`src/rtl/store_buffer_pkg.sv`:
```
// store_buffer_pkg: shared types and helpers for the store buffer.
//   WORD_W   - data/address word width (32)
//   BYTE_OFS - number of byte-offset bits dropped from a byte address (2)
//   IDX_W    - widest possible word index (WORD_W - BYTE_OFS)
//   sb_entry_t  - one buffered store {idx, data}
//   word_index  - byte address -> word index limited to 'aw' bits
package store_buffer_pkg;

  localparam int unsigned WORD_W   = 32;
  localparam int unsigned BYTE_OFS = 2;
  localparam int unsigned IDX_W    = WORD_W - BYTE_OFS;

  // idx is held zero-extended to IDX_W so that {idx, 2'b00} is the memory
  // byte address directly; only the low AW bits are ever non-zero.
  typedef struct packed {
    logic [IDX_W-1:0]  idx;
    logic [WORD_W-1:0] data;
  } sb_entry_t;

  // Word index addr[aw+1:2], zero-extended; upper address bits are ignored.
  function automatic logic [IDX_W-1:0] word_index(input logic [WORD_W-1:0] addr,
                                                  input int unsigned      aw);
    logic [IDX_W-1:0] mask;
    mask = (IDX_W'(1) << aw) - IDX_W'(1);
    return IDX_W'(addr >> BYTE_OFS) & mask;
  endfunction

endpackage

```
`src/rtl/store_buffer_fwd_match.sv`:
```
// sb_fwd_match: store-to-load forwarding lookup.
//   entries_i - buffered entries (circular array)
//   valid_i   - per-slot valid bits
//   tail_i    - next write slot; tail-1 is the youngest entry
//   ld_idx_i  - word index of the load
//   hit_o     - some valid entry matches ld_idx_i
//   data_o    - data of the youngest matching entry, 0 on miss
module sb_fwd_match
  import store_buffer_pkg::*;
#(
  parameter int unsigned DEPTH = 4,
  parameter int unsigned PW    = 2
) (
  input  sb_entry_t [DEPTH-1:0] entries_i,
  input  logic [DEPTH-1:0]      valid_i,
  input  logic [PW-1:0]         tail_i,
  input  logic [IDX_W-1:0]      ld_idx_i,
  output logic                  hit_o,
  output logic [WORD_W-1:0]     data_o
);

  // Walk slots oldest-to-youngest (tail-DEPTH .. tail-1); a later match
  // overrides an earlier one, so the youngest match wins.
  always_comb begin
    logic [PW-1:0] slot;
    hit_o  = 1'b0;
    data_o = '0;
    slot   = '0;
    for (int unsigned k = DEPTH; k >= 1; k--) begin
      slot = tail_i - PW'(k);
      if (valid_i[slot] && (entries_i[slot].idx == ld_idx_i)) begin
        hit_o  = 1'b1;
        data_o = entries_i[slot].data;
      end
    end
  end

endmodule

```
`src/rtl/store_buffer.sv`:
```
// store_buffer: posted-write FIFO between the store path and data memory,
// with youngest-match forwarding to loads.
//   clock, reset_n         - clock, async active-low reset
//   st_valid/st_addr/st_data/st_ready - store push handshake
//   ld_addr, ld_hit, ld_data - load forwarding lookup (combinational)
//   mem_we/mem_addr/mem_wdata/mem_ready - drain handshake to memory
//   count, empty, full     - occupancy
// Optional feature macro STORE_BUF_COALESCE_EN: a store to the same word
// as the youngest entry overwrites it in place instead of allocating.
module store_buffer
  import store_buffer_pkg::*;
#(
  parameter int unsigned DEPTH = 4,
  parameter int unsigned AW    = 10
) (
  input  logic                       clock,
  input  logic                       reset_n,
  input  logic                       st_valid,
  input  logic [31:0]                st_addr,
  input  logic [31:0]                st_data,
  output logic                       st_ready,
  input  logic [31:0]                ld_addr,
  output logic                       ld_hit,
  output logic [31:0]                ld_data,
  output logic                       mem_we,
  output logic [31:0]                mem_addr,
  output logic [31:0]                mem_wdata,
  input  logic                       mem_ready,
  output logic [$clog2(DEPTH+1)-1:0] count,
  output logic                       empty,
  output logic                       full
);

  localparam int unsigned PW = $clog2(DEPTH);
  localparam int unsigned CW = $clog2(DEPTH+1);

  sb_entry_t [DEPTH-1:0] entries_q, entries_d;
  logic [DEPTH-1:0]      valid_q, valid_d;
  logic [PW-1:0]         head_q, head_d;
  logic [PW-1:0]         tail_q, tail_d;
  logic [CW-1:0]         count_q, count_d;

  logic [IDX_W-1:0] st_idx;
  logic [IDX_W-1:0] ld_idx;
  logic             pop;
  logic             push;
  logic             coalesce;

  assign st_idx = word_index(st_addr, AW);
  assign ld_idx = word_index(ld_addr, AW);

  assign count     = count_q;
  assign empty     = (count_q == '0);
  assign full      = (count_q == CW'(DEPTH));
  assign mem_we    = !empty;
  // Popped slots are cleared, so an empty buffer presents zero here.
  assign mem_addr  = {entries_q[head_q].idx, 2'b00};
  assign mem_wdata = entries_q[head_q].data;
  assign pop       = mem_we && mem_ready;

`ifdef STORE_BUF_COALESCE_EN
  logic [PW-1:0] young;
  logic          young_match;

  assign young       = tail_q - PW'(1);
  assign young_match = valid_q[young] && (entries_q[young].idx == st_idx);
  // When full the youngest slot is never the head, so st_ready stays
  // independent of mem_ready; the pop check only matters at count==1.
  assign st_ready    = !full || young_match;
  assign coalesce    = st_valid && young_match && !((young == head_q) && pop);
`else
  assign st_ready    = !full;
  assign coalesce    = 1'b0;
`endif

  assign push = st_valid && st_ready && !coalesce;

  always_comb begin
    entries_d = entries_q;
    valid_d   = valid_q;
    head_d    = head_q;
    tail_d    = tail_q;
    count_d   = count_q;

    if (pop) begin
      entries_d[head_q] = '0;
      valid_d[head_q]   = 1'b0;
      head_d            = head_q + PW'(1);
    end
    // A push never targets the popping head: tail==head only when empty
    // (no pop) or full (no allocating push).
    if (push) begin
      entries_d[tail_q].idx  = st_idx;
      entries_d[tail_q].data = st_data;
      valid_d[tail_q]        = 1'b1;
      tail_d                 = tail_q + PW'(1);
    end
`ifdef STORE_BUF_COALESCE_EN
    if (coalesce) begin
      entries_d[young].data = st_data;
    end
`endif

    case ({push, pop})
      2'b10:   count_d = count_q + CW'(1);
      2'b01:   count_d = count_q - CW'(1);
      default: count_d = count_q;
    endcase
  end

  always_ff @(posedge clock or negedge reset_n) begin
    if (!reset_n) begin
      entries_q <= '0;
      valid_q   <= '0;
      head_q    <= '0;
      tail_q    <= '0;
      count_q   <= '0;
    end else begin
      entries_q <= entries_d;
      valid_q   <= valid_d;
      head_q    <= head_d;
      tail_q    <= tail_d;
      count_q   <= count_d;
    end
  end

  sb_fwd_match #(
    .DEPTH (DEPTH),
    .PW    (PW)
  ) u_fwd (
    .entries_i (entries_q),
    .valid_i   (valid_q),
    .tail_i    (tail_q),
    .ld_idx_i  (ld_idx),
    .hit_o     (ld_hit),
    .data_o    (ld_data)
  );

endmodule

```
`config.mk`:
```
export PLATFORM = sky130hd
export DESIGN_NAME = store_buffer
export DESIGN_NICKNAME = d
export VERILOG_FILES = /design/src/rtl/store_buffer_pkg.sv /design/src/rtl/store_buffer_fwd_match.sv /design/src/rtl/store_buffer.sv
export SDC_FILE = /design/constraint.sdc
export NUM_CORES = 1
export LEC_CHECK = 0
export ABC_AREA = 1
export BUFFER_PORTS_ARGS = -buffer_cell sky130_fd_sc_hd__buf_2
export CAP_MARGIN = 15
export CORE_ASPECT_RATIO = 0.7
export CORE_MARGIN = 2
export CORE_UTILIZATION = 44
export CTS_BUF_LIST = sky130_fd_sc_hd__clkbuf_16
export DETAILED_ROUTE_END_ITERATION = 8
export PLACE_DENSITY = 0.75
export SYNTH_ARGS = -nofsm -noshare
export SYNTH_HDL_FRONTEND = slang
export SYNTH_SLANG_ARGS = --single-unit
```
`constraint.sdc`:
```
create_clock -name clock -period 11.78 [get_ports clock]
set_input_delay 2.356 -clock clock [delete_from_list [all_inputs] [get_ports clock]]
set_output_delay 2.356 -clock clock [all_outputs]
set_load 0.1 [all_outputs]
```
== After elaboration in Yosys (flattened, before gate mapping) ==
Cells that the tools add are included.

* Bits in registers: 259
* Memory bits (read-only): 0
* Bits of input ports: 100
* Bits in latches: 0
* Memory bits (writable): 0
* Output and inout port bits: 104
* Memories: 0

* Equality and inequality tests: 7
* Muxes and demuxes: 43
* Multiply operators: 0
* Reductions and logical operators: 12
* Bitwise gates (word level): 5
* Order comparisons: 7
* Divide/modulo/power cells: 0
* $add $sub $neg: 7
* Shifts and indexed selects: 0

{| class="wikitable"
|+ Operator list
! cell !! count
|-
| binary-select mux 62 bit (select 2 bit) || 5
|-
| bitwise mux 248 bit || 2
|-
| two-way mux 248 bit || 2
|-
| two-way mux 62 bit || 7
|-
| demux 62 bit (select 2 bit) || 3
|-
| bitwise AND 248 bit || 1
|-
| inverter 248 bit || 1
|-
| two-way mux 32 bit || 5
|-
| equality test 30 x 10 -> 1 bit || 4
|-
| less-than comparator 2 x 3 -> 1 bit, second input constant || 5
|-
| two-way mux 1 bit || 10
|-
| binary-select mux 1 bit (select 2 bit) || 4
|-
| logical AND 1 bit || 8
|-
| two-way mux 4 bit || 2
|-
| case mux 3 bit (2 select lines) || 1
|-
| adder 2 x 1 -> 2 bit, second input constant || 2
|-
| bitwise AND 4 bit || 1
|-
| demux 1 bit (select 2 bit) || 2
|-
| greater-or-equal comparator 2 x 1 -> 1 bit, second input constant || 2
|-
| inverter 4 bit || 1
|-
| OR 4 bit || 1
|-
| subtractor 2 bit, second input constant || 2
|-
| adder 3 x 1 -> 3 bit, second input constant || 1
|-
| equality test 3 bit, second input constant || 1
|-
| 7 further kinds || 8
|}

== Logic depth before layout (Yosys ltp) ==
Gate-level depths: netlist of run 1.

* Depth after elaboration: 10
* Depth in mapped cells: 20
* Depth with buffers taken out: 14

== Cells and area by module ==
From an unflattened synthesis of run 1, not the netlist that was laid out.

* Cell total of the unflattened synthesis: 3,638
* Area total of the unflattened synthesis: 21,742.1 um2

{| class="wikitable"
|+ Modules (own cells, without submodules)
! module !! instances !! cells each !! area an instance (um2)
|-
| store_buffer || 1 || 1,403 || 11,833.8
|-
| sb_fwd_match || 1 || 2,235 || 9,908.3
|}

== Least setup slack after synthesis of run 1 ==
Ideal clock, no wire load.

* Path type: input -> output
* Start point: in ld_addr[11]
* End point: out ld_data[22]
* Stages on the path: 11
* Buffers on the path: 1
* Slack: 4.635 ns
* Arrival time: 4.789 ns
* Data required time: 9.424 ns
* Path through: inv_1 -> nand3_1 -> nand2_1 -> nor2_1 -> nand2_1 -> nor2_2 -> nand3_2 -> buf_4 -> nand2_1 -> nand3_1 -> a21oi_1

* Longest elaborated chain between the ends: 6
* Elaborated cells on any way between the ends: 12
* Those cells by class: eq/ne (4); mux (4); reduce/logical (4)

{| class="wikitable"
|+ RTL lines
! element !! line !! source
|-
| start, declared || store_buffer.sv:22 || <nowiki>input logic [31:0] ld_addr,</nowiki>
|-
| equality test 30 x 10 -> 1 bit || store_buffer_fwd_match.sv:31 || <nowiki>if (valid_i[slot] && (entries_i[slot].idx == ld_idx_i)) begin</nowiki>
|-
| logical AND 1 bit || store_buffer_fwd_match.sv:31 ||
|-
| two-way mux 32 bit (3 in a row) || store_buffer_fwd_match.sv:31 ||
|-
| two-way mux 32 bit * || store_buffer_fwd_match.sv:31 ||
|-
| end, declared || store_buffer.sv:24 || <nowiki>output logic [31:0] ld_data,</nowiki>
|}

Mark *: on every way between the ends. The rest lies on a longest branch, timed or not.

== Worst setup path in the final report of run 1 ==
* Start point: reg tail_q[0]
* End point: out ld_data[29]

* Longest elaborated chain between the ends: 8
* Elaborated cells on any way between the ends: 31
* Those cells by class: add/sub (3); eq/ne (4); mux (20); reduce/logical (4)

{| class="wikitable"
|+ RTL lines
! element !! line !! source
|-
| start, declared || store_buffer.sv:40 || <nowiki>logic [PW-1:0] tail_q, tail_d;</nowiki>
|-
| start signal, assigned || store_buffer.sv:122 || <nowiki>tail_q <= tail_d;</nowiki>
|-
| subtractor 2 bit or binary-select mux 62 bit (select 2 bit) (tied branches) || store_buffer_fwd_match.sv:30, store_buffer_fwd_match.sv:31, store_buffer_fwd_match.sv:33 ||
|-
| binary-select mux 62 bit (select 2 bit) or two-way mux 62 bit (tied branches) || store_buffer_fwd_match.sv:31, store_buffer_fwd_match.sv:33 ||
|-
| two-way mux 62 bit (implied by the code) or equality test 30 x 10 -> 1 bit (tied branches) || store_buffer_fwd_match.sv:31 ||
|-
| equality test 30 x 10 -> 1 bit or logical AND 1 bit (tied branches) || store_buffer_fwd_match.sv:31 ||
|-
| logical AND 1 bit or two-way mux 32 bit (tied branches) || store_buffer_fwd_match.sv:31 ||
|-
| two-way mux 32 bit (2 in a row) || store_buffer_fwd_match.sv:31 ||
|-
| two-way mux 32 bit * || store_buffer_fwd_match.sv:31 ||
|}

Mark *: on every way between the ends. The rest lies on a longest branch, timed or not. The select of a mux whose other input is x is not followed.

==> metrics.md, run 1 <==
| Metric | Value |
|---|---|
| Initial drt markers | `2908` |
| CTS tree | `built` |
| Worst Path Arrival | `6.88 ns` |
| Reg-to-Reg End | `tail_q[1]$_DFFE_PN0P_` |
| Most common flop cell mapped by yosys | `dfrtp_1` |
| GRT overflow | `0` |
| Post-synth ARST share | `1.00` |
| Crit Path Category | `reg2out` |
| Critical Path RT | `between 9 and 10 ns` |
| Routed Antenna Nets | `0` |
| Yosys warning count | `0` |
| Syn Area/Cell | `6.82 sq um` |
| Vias per cell | `around 6.0` |
| Largest net degree at the start of global routing | `176` |
| R2R Path Start | `tail_q[0]$_DFFE_PN0P_` |
| Top post-synthesis cells by area | `dfrtp_1, o21ai_0, nand2_1, nand3_1, mux2i_1` |
| Hold_ws | `between 0.4 and 0.5 ns` |
| Clock slew at reported path FFs | `~0.060 ns` |
| # setup viols final | `0` |
| Skew-Pair Late Insertion Delay | `0.57 ns` |
| CP max-delay cell | `nand3_2` |
| Initial antenna violation count | `2` |
| Global-route wire length before repair | `between 90000 and 100000 microns` |
| Total wire length | `between 60000 and 70000 microns` |
| Synth cell count leaders | `nand2_1, o21ai_0, nand3_1` |
| Worst Tran Pin Value | `about 1.3 ns` |
| Critical path launch point | `tail_q[0]$_DFFE_PN0P_` |
| I/O pins | `roughly 200` |
| CP cell instances | `inv_4 -> ha_2 -> inv_4 -> nand3_1 -> nand2_1 -> a21oi_1 -> nand3_1 -> a21oi_4 -> nand3_2 -> nand2_1 -> nand3_1 -> a21oi_1 -> buf_2` |
| Die area | `42500 sq um` |
| Drt first pass iters | `7` |
| Number of hold-repair buffers added at the cts stage | `0` |
| Post_cts resized | `0` |
| CP Capture Type | `output port` |
| Area grow syn2layout | `8.35%` |
| Initial Util | `0.449` |
| Final Slew Violations | `0` |
| Vias post-DR | `~19k` |
| Critical path peak fanout | `69` |
| Hold path cells | `2` |
| Crit path top cell by count | `nand3_1` |
| Nets | `~2.7k` |
| Input/output buffers | `~160` |
| Critical path destination | `ld_data[29]` |
| # DRC | `0` |
| Total track usage | `0.281` |
| Reg2reg setup slack | `between 8 and 9 ns` |
| Startpoint Class | `register` |
| Mapped cell area | `18000 sq um` |
| R2R cell count | `5` |
| CTS Buf Count | `27` |
| Tcrit/Tclk final | `0.784` |
| Outcome | `finished, final reports clean` |
| Number of synthesized flops with an enable pin | `0` |
| Drt wl/cell | `about 19 microns` |
| Maxcap violations | `0` |
| Delay of the slowest critical-path stage | `approximately 1.0 ns` |
| Post-synthesis register bit count | `~260` |
| Setup TNS | `0 ns` |
| Row Count | `61` |
| Final min period | `slightly above 9 ns` |
| RSZ-0062 raised after global routing | `false` |
| HPWL after detailed placement | `35800 microns` |
| Die X | `about 250 microns` |
| Layout cells sized above 1 | `0.0909` |
| Final Wtd Congestion | `0.928` |
| Top-count cell post-synth | `nand2_1` |
| Vias in the first global route | `18.0k` |
| Post-synthesis sequential area ratio | `0.361` |
| Root Driver | `clkbuf_16` |
| Synth unique cells | `29` |
| FMAX | `between 100 and 150 MHz` |
| Synthesized instance count | `2633` |
| Yosys top cell by area | `dfrtp_1` |
| Worst clock skew | `~0.024 ns` |
| H-tree depth | `1` |
| Worst relative slew slack | `0.138` |
| Post CTS Setup Buffer Count | `0` |
| Worst hold path class | `reg2reg` |
| Final hold vios | `0` |
| Core area | `approximately 40000 sq um` |
| CTS Buffer Depth | `3` |
| Fillers | `between 3k and 4k` |
| Clk sinks | `around 260` |
| Yosys top cell area share | `0.361` |
| Die Y-Extent | `~170 microns` |
## flip-flops by register name (all words and copies together) (netlist names)
signal     cells
head_q         2
count          3
entries_q    248
tail_q         2
valid_q        4
## critical path: cells and delay by family, from the launching register on
family                   cells  cell delay, ns
AND/OR/NAND/NOR              6            1.81
AO/OA/AOI/OAI                3            1.45
buffers and inverters        3            1.35
adder cells (fa/ha/maj)      1            1.00
flip-flops                   1            0.63
## worst min-delay path by stage
stage / start / endpoint / slack (ns)
after detailed placement: valid_q[0]$_DFF_PN0_ / valid_q[0]$_DFF_PN0_ / 0.48
after CTS: valid_q[0]$_DFF_PN0_ / valid_q[0]$_DFF_PN0_ / 0.50
after floorplan: valid_q[0]$_DFF_PN0_ / valid_q[0]$_DFF_PN0_ / 0.46
final: valid_q[0]$_DFF_PN0_ / valid_q[0]$_DFF_PN0_ / 0.50
after global placement: valid_q[0]$_DFF_PN0_ / valid_q[0]$_DFF_PN0_ / 0.48
after global routing: entries_q[179]$_DFF_PN0_ / entries_q[179]$_DFF_PN0_ / 0.54
## cell usage in the layout (no fill, tap or decap), types with 2 or more instances in the layout
cell type    n
nand2_1    519
o21ai_0    435
nand3_1    373
nor2_1     290
dfrtp_1    255
inv_1      194
buf_2      156
mux2i_1    126
a21oi_1     85
o22ai_1     59
nand4_1     39
clkbuf_16   27
buf_4       18
nor3_1       8
ha_1         8
clkinv_1     8
inv_2        6
xor2_1       5
nand2_2      5
clkinv_2     4
inv_4        3
nor2_4       3
o21ai_1      3
nand2_4      3
diode_2      2
nand3_2      2
conb_1       2
bufinv_16    2
dfrtp_4      2
dfrtp_2      2
## metrics by stage
stage	instance area (sq um)	worst slack (ns)	std cells	util
floorplan	18000	4.64	2634	-
global placement	18600	3.43	3137	0.466
detailed placement	18600	3.37	3137	0.466
CTS	19500	2.76	3187	0.487
global route	19500	2.26	3188	0.487
finish	19500	2.54	3189	0.487
## cell type report
cell class,count,area (sq um),area share
clock buffers,27,676,0.0347
inverters,197,747,0.0384
multi-input cells,1970,9770,0.502
flip-flops and latches,259,6490,0.333
diodes,2,5.00,0.000257
well taps,535,669,0.0344
repair buffers,176,951,0.0488
clock inverters,23,158,0.00810
## routing by layer
layer  vias to the layer above  track usage  routed length [microns]  part of all wire
met5                         -            0                        0                 0
li1                       8797            -                        -                 -
met4                         0       0.0960                     1570             0.025
met3                       149       0.0608                     7500              0.12
met1                      9063        0.403                    26100              0.42
met2                      1222        0.418                    26500              0.43
## cell families after synthesis
logic type,Yosys count,synth area share
and+or+nand+nor,1243,0.294
other,1,0.000209
AOI/OAI and AO/OA,583,0.167
adders and majority gates,10,0.00738
muxes,126,0.0702
xor gates and xnor gates,6,0.00292
buffers and inverters,405,0.0978
DFF,259,0.361
Power of run 1 is left out: the tool's default activity adds up to more than one toggle a clock period on the data nets, which glitch-free logic cannot reach.
==> run 2, diff against run 1 <==
ABC_AREA = 0   (was 1)
PLACE_DENSITY = 0.78   (was 0.75)
clock period = 7.95 ns   (was 11.78 ns; I/O delays follow)
==> run 2 against run 1 <==
  * Global-route usage down 3.5 points
  * Largest cell class unchanged
  * Area after synthesis down 8.1%
  * Sequential share of layout area up 1.8 points
  * Worst setup slack worse by 2.1 ns
  * Synthesized cell count down 54%
  * Critical endpoint unchanged
  * Core utilization up 1.2 points
  * Hold slack better by 0.013 ns
==> metrics.md, run 2 <==
| Metric | Value |
|---|---|
| Fillers | `3160 (-20%)` |
| Largest register FFs | `248 (unchanged)` |
| Vias post-DR | `12.4k (-35%)` |
| Initial Util | `0.446 (-0.00365)` |
| Commonest non-fill, non-tap cells in the layout | `dfrtp_1, mux4_2, a22o_1` |
| P_leak | `7.96 nW` |
| Layout cells sized above 1 | `0.350 (+0.259)` |
| Global-route wire length before repair | `75000 microns (-22%)` |
| Critical path peak fanout | `48 (-30%)` |
| # DRC | `0 (unchanged)` |
| Top-count cell post-synth | `dfrtp_1` |
| Row Count | `59 (-3.3%)` |
| CP bufs+invs | `3 (unchanged)` |
| CP Capture Type | `output port` |
| Yosys top cell area share | `0.392 (+0.0318)` |
| Largest Register | `entries_q` |
| Maxcap violations | `0 (unchanged)` |
| Worst hold path class | `reg2reg` |
| VDD IR max | `0.413 mV` |
| CTS Buf Count | `26 (-3.7%)` |
| Setup ws final | `0.415 ns (-2.13 ns)` |
| RSZ-0062 raised after global routing | `false` |
| Worst relative slew slack | `0.250 (+0.112)` |
| Worst Path Arrival | `5.94 ns (-0.94 ns)` |
| Hold path cells | `1 (-1)` |
| Main combinational cell family by area after synthesis | `multiplexers` |
| Setup TNS | `0 ns (unchanged)` |
| Critical Path RT | `6.36 ns (-3.06 ns)` |
| Placed cells | `1763 (-44%)` |
| Crit path top cell by count | `nand2_1` |
| Cell Count, Final, Fillers Out | `1817 (-43%)` |
| Number of synthesized flops with an enable pin | `0 (unchanged)` |
| Nets | `1414 (-48%)` |
| Vias in the first global route | `12.1k (-33%)` |
| H-tree depth | `1 (unchanged)` |
| Final hold vios | `0 (unchanged)` |
| Crit Path Category | `reg2out` |
| CTS Buffer Depth | `3 (unchanged)` |
| Die X | `236 microns (-4.1%)` |
| Mapped cell area | `16500 sq um (-8.1%)` |
| Initial antenna violation count | `10 (+8)` |
| Vias per cell | `6.85 (+14%)` |
| Core area | `37100 sq um (-7.3%)` |
| Pre-CTS WS | `1.13 ns (-2.24 ns)` |
| CP max-delay cell | `dfrtp_4` |
| Startpoint Class | `register` |
| Syn Area/Cell | `13.5 sq um (+98%)` |
| Tcrit/Tclk final | `0.948` |
| Final Slew Violations | `0 (unchanged)` |
| Simple logic cell fraction of the synthesized area | `0.0836 (-0.210)` |
| Synth unique cells | `53 (+83%)` |
| Area share of fa/ha/maj cells after synthesis | `0.00803 (+0.000650)` |
| Yosys top cell by area | `dfrtp_1` |
| Final Wtd Congestion | `0.864 (-6.9%)` |
| Total track usage | `0.246 (-0.0352)` |
| # setup viols final | `0 (unchanged)` |
| Drt wl/cell | `26.4 microns (+37%)` |
| Outcome | `finished, final reports clean` |
| Synthesized instance count | `1223 (-54%)` |
| Clk sinks | `259 (unchanged)` |
| Initial drt markers | `1391 (-52%)` |
| Input/output buffers | `157 (unchanged)` |
| Most common cell after layout, fill and taps aside | `dfrtp_1` |
| Worst Tran Pin Value | `1.12 ns (-0.168 ns)` |
| Yosys warning count | `0 (unchanged)` |
| Power per cell area | `about 480 nW/um^2` |
| Final min period | `7.53 ns` |
| CTS tree | `built` |
| Number of hold-repair buffers added at the cts stage | `0 (unchanged)` |
| Post_cts resized | `0 (unchanged)` |
| Most common flop cell mapped by yosys | `dfrtp_1` |
| Delay of the slowest critical-path stage | `0.88 ns (-0.16 ns)` |
| PnR Total Power | `a little under 9 mW` |
| Skew-Pair Late Insertion Delay | `0.57 ns (about the same)` |
| R2R cell count | `6 (+1)` |
| Area grow syn2layout | `11.9%` |
| Worst clock skew | `0.0213 ns (-0.00279 ns)` |
| Drt first pass iters | `5 (-2)` |
| Largest net degree at the start of global routing | `156 (-11%)` |
| Die Y-Extent | `166 microns (-4.0%)` |
| Post-synthesis compound-gate area fraction | `0.137 (-0.0302)` |
| Top post-synthesis cells by area | `dfrtp_1, mux4_2, a22o_1, and2_1, clkbuf_1` |
| R2R Path Start | `tail_q[1]$_DFFE_PN0P_` |
| Clock slew at reported path FFs | `0.07 ns (about the same)` |
| I/O pins | `204 (unchanged)` |
| Mux contribution to synthesized area | `0.318 (+0.247)` |
| Total wire length | `48000 microns (-22%)` |
| Post-synthesis register bit count | `259 (unchanged)` |
| Root Driver | `clkbuf_16` |
| Die area | `39100 sq um (-7.9%)` |
| Post CTS Setup Buffer Count | `0 (unchanged)` |
| CP cell instances | `inv_2 -> ha_4 -> mux4_2 -> xnor2_1 -> nand2_1 -> a211oi_1 -> and4_1 -> buf_4 -> nand2_1 -> a32oi_1 -> buf_2` |
| Critical path launch point | `tail_q[0]$_DFFE_PN0P_` |
| Cell family with most CP delay | `buffers and inverters` |
| Reg2reg setup slack | `4.46 ns (-3.88 ns)` |
| FMAX | `approximately 130 MHz` |
| Levels on crit path | `11 (-2)` |
| Synth cell count leaders | `dfrtp_1, mux4_2, a22o_1` |
| Post-synthesis sequential area ratio | `0.392 (+0.0318)` |
| Post-synth ARST share | `1.00 (unchanged)` |
| Synth Area in XOR/XNOR | `0.0217 (+0.0188)` |
| Routed Antenna Nets | `0 (unchanged)` |
| Worst Hold Launch | `entries_q[114]$_DFF_PN0_` |
| HPWL after detailed placement | `29100 microns (-19%)` |
| GRT overflow | `0 (unchanged)` |
run 2: cell types whose count changed in the layout (fill, tap and decap cells not counted), sizes merged, moves of 82 or more:
| cell | previous run | this run |
|---|---|---|
| nand2 | 527 | 78 |
| a22o | 0 | 168 |
| nand3 | 375 | 42 |
| and2 | 0 | 82 |
| mux4 | 0 | 225 |
| nor2 | 294 | 6 |
| inv | 204 | 17 |
| mux2i | 126 | 15 |
| o21ai | 438 | 7 |
run 2: cell type report:
cell class	instances	area, sq um	share of cell area
tap	488	611	0.0330
inverter	13	48.8	0.00264
sequential	259	6490	0.351
antenna	6	15.0	0.000813
clock buffer	26	651	0.0352
multi-input combinational	822	9460	0.512
clock inverter	21	185	0.0100
timing repair buffer	182	1020	0.0550
run 2: final timing paths:
path,to
worst max-delay path,ld_data[29]
worst min-delay path,entries_q[114]$_DFF_PN0_
worst max register to register,entries_q[179]$_DFF_PN0_
worst min register to register,entries_q[114]$_DFF_PN0_
max in group asynchronous,head_q[0]$_DFFE_PN0P_
min in group asynchronous,entries_q[143]$_DFF_PN0_
run 2: metrics by stage:
stage / hold slack (ns) / cell area, sq um / utilization
2_1_floorplan: 0.462 / 16500 / -
3_3_place_gp: 0.489 / 17600 / 0.475
3_5_place_dp: 0.492 / 17600 / 0.475
4_1_cts: 0.515 / 18400 / 0.497
5_1_grt: 0.524 / 18500 / 0.498
6_report: 0.512 / 18500 / 0.499
run 2: logic make-up after synthesis:
| logic type | after synthesis |
|---|---|
| mux | 242 |
| compound gates | 268 |
| simple gates | 259 |
| flops | 259 |
| fa+ha+maj | 10 |
| xor+xnor | 41 |
| buf+inv | 143 |
| other cells | 1 |
run 2: worst register-to-register path: stages, from the launching register on:
cell     delay (ns)
dfrtp_4        0.69
buf_4          0.46
ha_1           0.42
and3_2         0.22
a21oi_4        0.83
buf_4          0.56
and2_1         0.23
run 2: routing by layer:
| layer | vias to the layer above | track usage | part of all wire |
|---|---|---|---|
| met5 | - | 0 | 0.0012 |
| met4 | 8 | 0.0523 | 0.020 |
| met3 | 66 | 0.0680 | 0.11 |
| met2 | 706 | 0.369 | 0.46 |
| met1 | 6561 | 0.361 | 0.41 |
| li1 | 5107 | - | - |
run 2: power breakdown:
part | switching, mW | leakage (nW) | total, mW | internal (mW)
Sequential | 0.719 | 3.43 | 2.41 | 1.69
Combinational | 3.07 | 4.11 | 5.29 | 2.22
Clock | 0.547 | 0.423 | 1.24 | 0.693
Note: power is estimated with default switching activity, not from simulation.
==> run 3, diff against run 2 <==
BUFFER_PORTS_ARGS = default   (was -buffer_cell sky130_fd_sc_hd__buf_2)
DONT_BUFFER_PORTS = 1   (was default)
PLACE_DENSITY = 0.73   (was 0.78)
==> run 3 against run 2 <==
  * Global-route usage up 0.25 points
  * Clock-buffer cell count rose by 1
  * Flip-flop and latch count did not move
  * Critical path depth is 5 lower
  * First-iteration DRC count shrank 14%
  * Worst setup slack gained 0.42 ns
  * Sequential share of layout area rose by 0.78 points
  * Non-clock buffer count down 129
  * Wire length grew 0.49%
  * Maximum frequency rose by 5.8%
  * Clock skew fell by 0.0053 ns
  * Cell area shrank 2.1%
  * Critical path type unchanged
==> metrics.md, run 3 (synthesis results as in run 2) <==
| Metric | Value |
|---|---|
| Outcome | `finished, final reports clean` |
| Worst Path Arrival | `5.53 ns (-0.41 ns)` |
| Clk sinks | `259 (unchanged)` |
| Final hold vios | `0 (unchanged)` |
| Core area | `37100 sq um (unchanged)` |
| Vias in the first global route | `12.1k (-0.48%)` |
| Multi-input gate area | `9700 sq um (+2.5%)` |
| Maxcap violations | `0 (unchanged)` |
| Tcrit/Tclk final | `0.895 (-0.0523)` |
| Startpoint Class | `register` |
| Initial Util | `0.446 (unchanged)` |
| CP cell instances | `inv_1 -> ha_4 -> buf_4 -> mux2i_1 -> o41a_4 -> nand2_1` |
| Final instance area | `18100 sq um (-2.1%)` |
| Crit Path Category | `reg2out` |
| Area grow syn2layout | `9.49%` |
| Worst clock skew | `0.0161 ns (-0.00529 ns)` |
| Sw Ratio | `0.488 (+0.00317)` |
| Int Power | `4.48 mW (-2.8%)` |
| Levels on crit path | `6 (-5)` |
| Layout cells sized above 1 | `0.307 (-0.0431)` |
| Worst Tran Pin Value | `1.06 ns (-0.0599 ns)` |
| Sw power | `4.27 mW (-1.6%)` |
| VDD IR max | `0.280 mV (-32%)` |
| Setup TNS | `0 ns (unchanged)` |
| CP Capture Type | `output port` |
| Power per cell area | `483 nW/um^2 (-0.11%)` |
| Die Y-Extent | `166 microns (unchanged)` |
| Root Driver | `clkbuf_16` |
| Worst relative slew slack | `0.289 (+0.0387)` |
| Final Wtd Congestion | `0.851 (-1.6%)` |
| Vias per cell | `7.10 (+3.6%)` |
| Largest Register | `entries_q` |
| CTS tree | `built` |
| Reg area | `6500 sq um (about the same)` |
| Cell family with most CP delay | `buffers and inverters` |
| Skew-Pair Late Insertion Delay | `0.56 ns (about the same)` |
| Post CTS Setup Buffer Count | `0 (unchanged)` |
| Vias post-DR | `12.0k (-4.0%)` |
| Commonest non-fill, non-tap cells in the layout | `dfrtp_1, mux4_2, a22o_1` |
| Critical Path RT | `6.36 ns (about the same)` |
| Die area | `39100 sq um (unchanged)` |
| Initial drt markers | `1194 (-14%)` |
| Routed Antenna Nets | `0 (unchanged)` |
| Nets | `1286 (-9.1%)` |
| Post_cts resized | `0 (unchanged)` |
| Area post-placement | `17200 sq um (-2.0%)` |
| Total track usage | `0.249 (+0.00252)` |
| FMAX | `140 MHz (+5.8%)` |
| Row Count | `59 (unchanged)` |
| Initial antenna violation count | `0 (-10)` |
| # diodes | `0 (-6)` |
| Input/output buffers | `0 (-100%)` |
| Largest register FFs | `248 (unchanged)` |
| R2R cell count | `5 (-1)` |
| Share of total power in the clock network | `0.140 (about the same)` |
| Reg power frac | `0.282 (+0.013)` |
| # DRC | `0 (unchanged)` |
| CTS Buffer Depth | `3 (unchanged)` |
| Global-route wire length before repair | `75200 microns (+0.22%)` |
| # setup viols final | `0 (unchanged)` |
| Drt first pass iters | `5 (unchanged)` |
| GRT overflow | `0 (unchanged)` |
| RSZ-0062 raised after global routing | `false` |
| I/O pins | `204 (unchanged)` |
| Total wire length | `48300 microns (+0.49%)` |
| CP bufs+invs | `2 (-1)` |
| Die X | `236 microns (unchanged)` |
| HPWL after detailed placement | `27900 microns (-4.3%)` |
| Number of hold-repair buffers added at the cts stage | `0 (unchanged)` |
| Worst hold path class | `reg2reg` |
| Comb pwr share | `0.577 (-0.015)` |
| CTS Buf Count | `27 (+3.8%)` |
| Final Slew Violations | `0 (unchanged)` |
| P_leak | `7.37 nW (-7.4%)` |
| CP max-delay cell | `ha_4` |
| Clock slew at reported path FFs | `0.06 ns (about the same)` |
| H-tree depth | `1 (unchanged)` |
| Drt wl/cell | `28.7 microns (+8.4%)` |
| Largest net degree at the start of global routing | `260 (+67%)` |
| Most common cell after layout, fill and taps aside | `dfrtp_1` |
| Hold path cells | `1 (unchanged)` |
| Delay of the slowest critical-path stage | `0.94 ns (+0.06 ns)` |
| Fillers | `3212 (+1.6%)` |
| Critical path peak fanout | `56 (+17%)` |
| Final min period | `7.12 ns (-0.416 ns)` |
[run 3: changes by cell type in the layout (fill, tap and decap cells not counted), moves of 2 or more]
cell     before  now
inv_1        16   18
buf_4        23   53
a32oi_1      32    0
buf_2       156    0
diode_2       6    0
a32oi_2       0   32
[run 3: routing by layer]
| layer | wire length [microns] | GRT usage | part of all wire |
|---|---|---|---|
| met1 | 19000 | 0.341 | 0.39 |
| met5 | 0 | 0.00485 | 0 |
| met4 | 1330 | 0.0692 | 0.027 |
| met3 | 5670 | 0.0811 | 0.12 |
| met2 | 22300 | 0.382 | 0.46 |
[run 3: final timing paths]
path / startpoint / end / slack [ns]
min in group asynchronous: reset_n / entries_q[35]$_DFF_PN0_ / 0.74
min: entries_q[239]$_DFF_PN0_ / entries_q[239]$_DFF_PN0_ / 0.51
max: tail_q[1]$_DFFE_PN0P_ / ld_hit / 0.83
min reg2reg: entries_q[239]$_DFF_PN0_ / entries_q[239]$_DFF_PN0_ / 0.51
max in group asynchronous: reset_n / entries_q[207]$_DFF_PN0_ / 6.72
max reg2reg: count[0]$_DFFE_PN0P_ / entries_q[205]$_DFF_PN0_ / 3.58
[run 3: cell type report]
class                           count  area share
Multi-Input combinational cell    822       0.536
Sequential cell                   259       0.359
Clock buffer                       27      0.0374
Tap cell                          488      0.0338
Timing Repair Buffer               53      0.0220
Clock inverter                     22     0.00865
Inverter                           13     0.00270
[run 3: worst register-to-register path: stages (launching register included)]
cell and delay [ns]:
dfrtp_1 0.76, or3_1 0.95, and2_0 0.72, a21oi_4 1.02
buf_4 0.61, a22o_1 0.25
[run 3: metrics by stage]
step	total power [mW]	instances	hold WS, ns	util	worst slack (ns)
global placement	7.39	1635	0.485	0.465	1.51
CTS	8.76	1684	0.512	0.488	0.804
detailed placement	7.50	1635	0.494	0.465	1.44
floorplan	6.64	1224	0.462	-	1.60
finish	8.74	1684	0.512	0.488	0.831
global route	9.16	1684	0.525	0.488	0.528
[run 3: power groups by stage]
stage / Clock (mW) / Sequential [mW] / Combinational [mW]
final: 1.23 / 2.47 / 5.05
after global routing: 1.31 / 2.55 / 5.30
after CTS: 1.26 / 2.45 / 5.06
after detailed placement: 0 / 2.47 / 5.04
after global placement: 0 / 2.42 / 4.97
after floorplan: 0 / 2.10 / 4.54
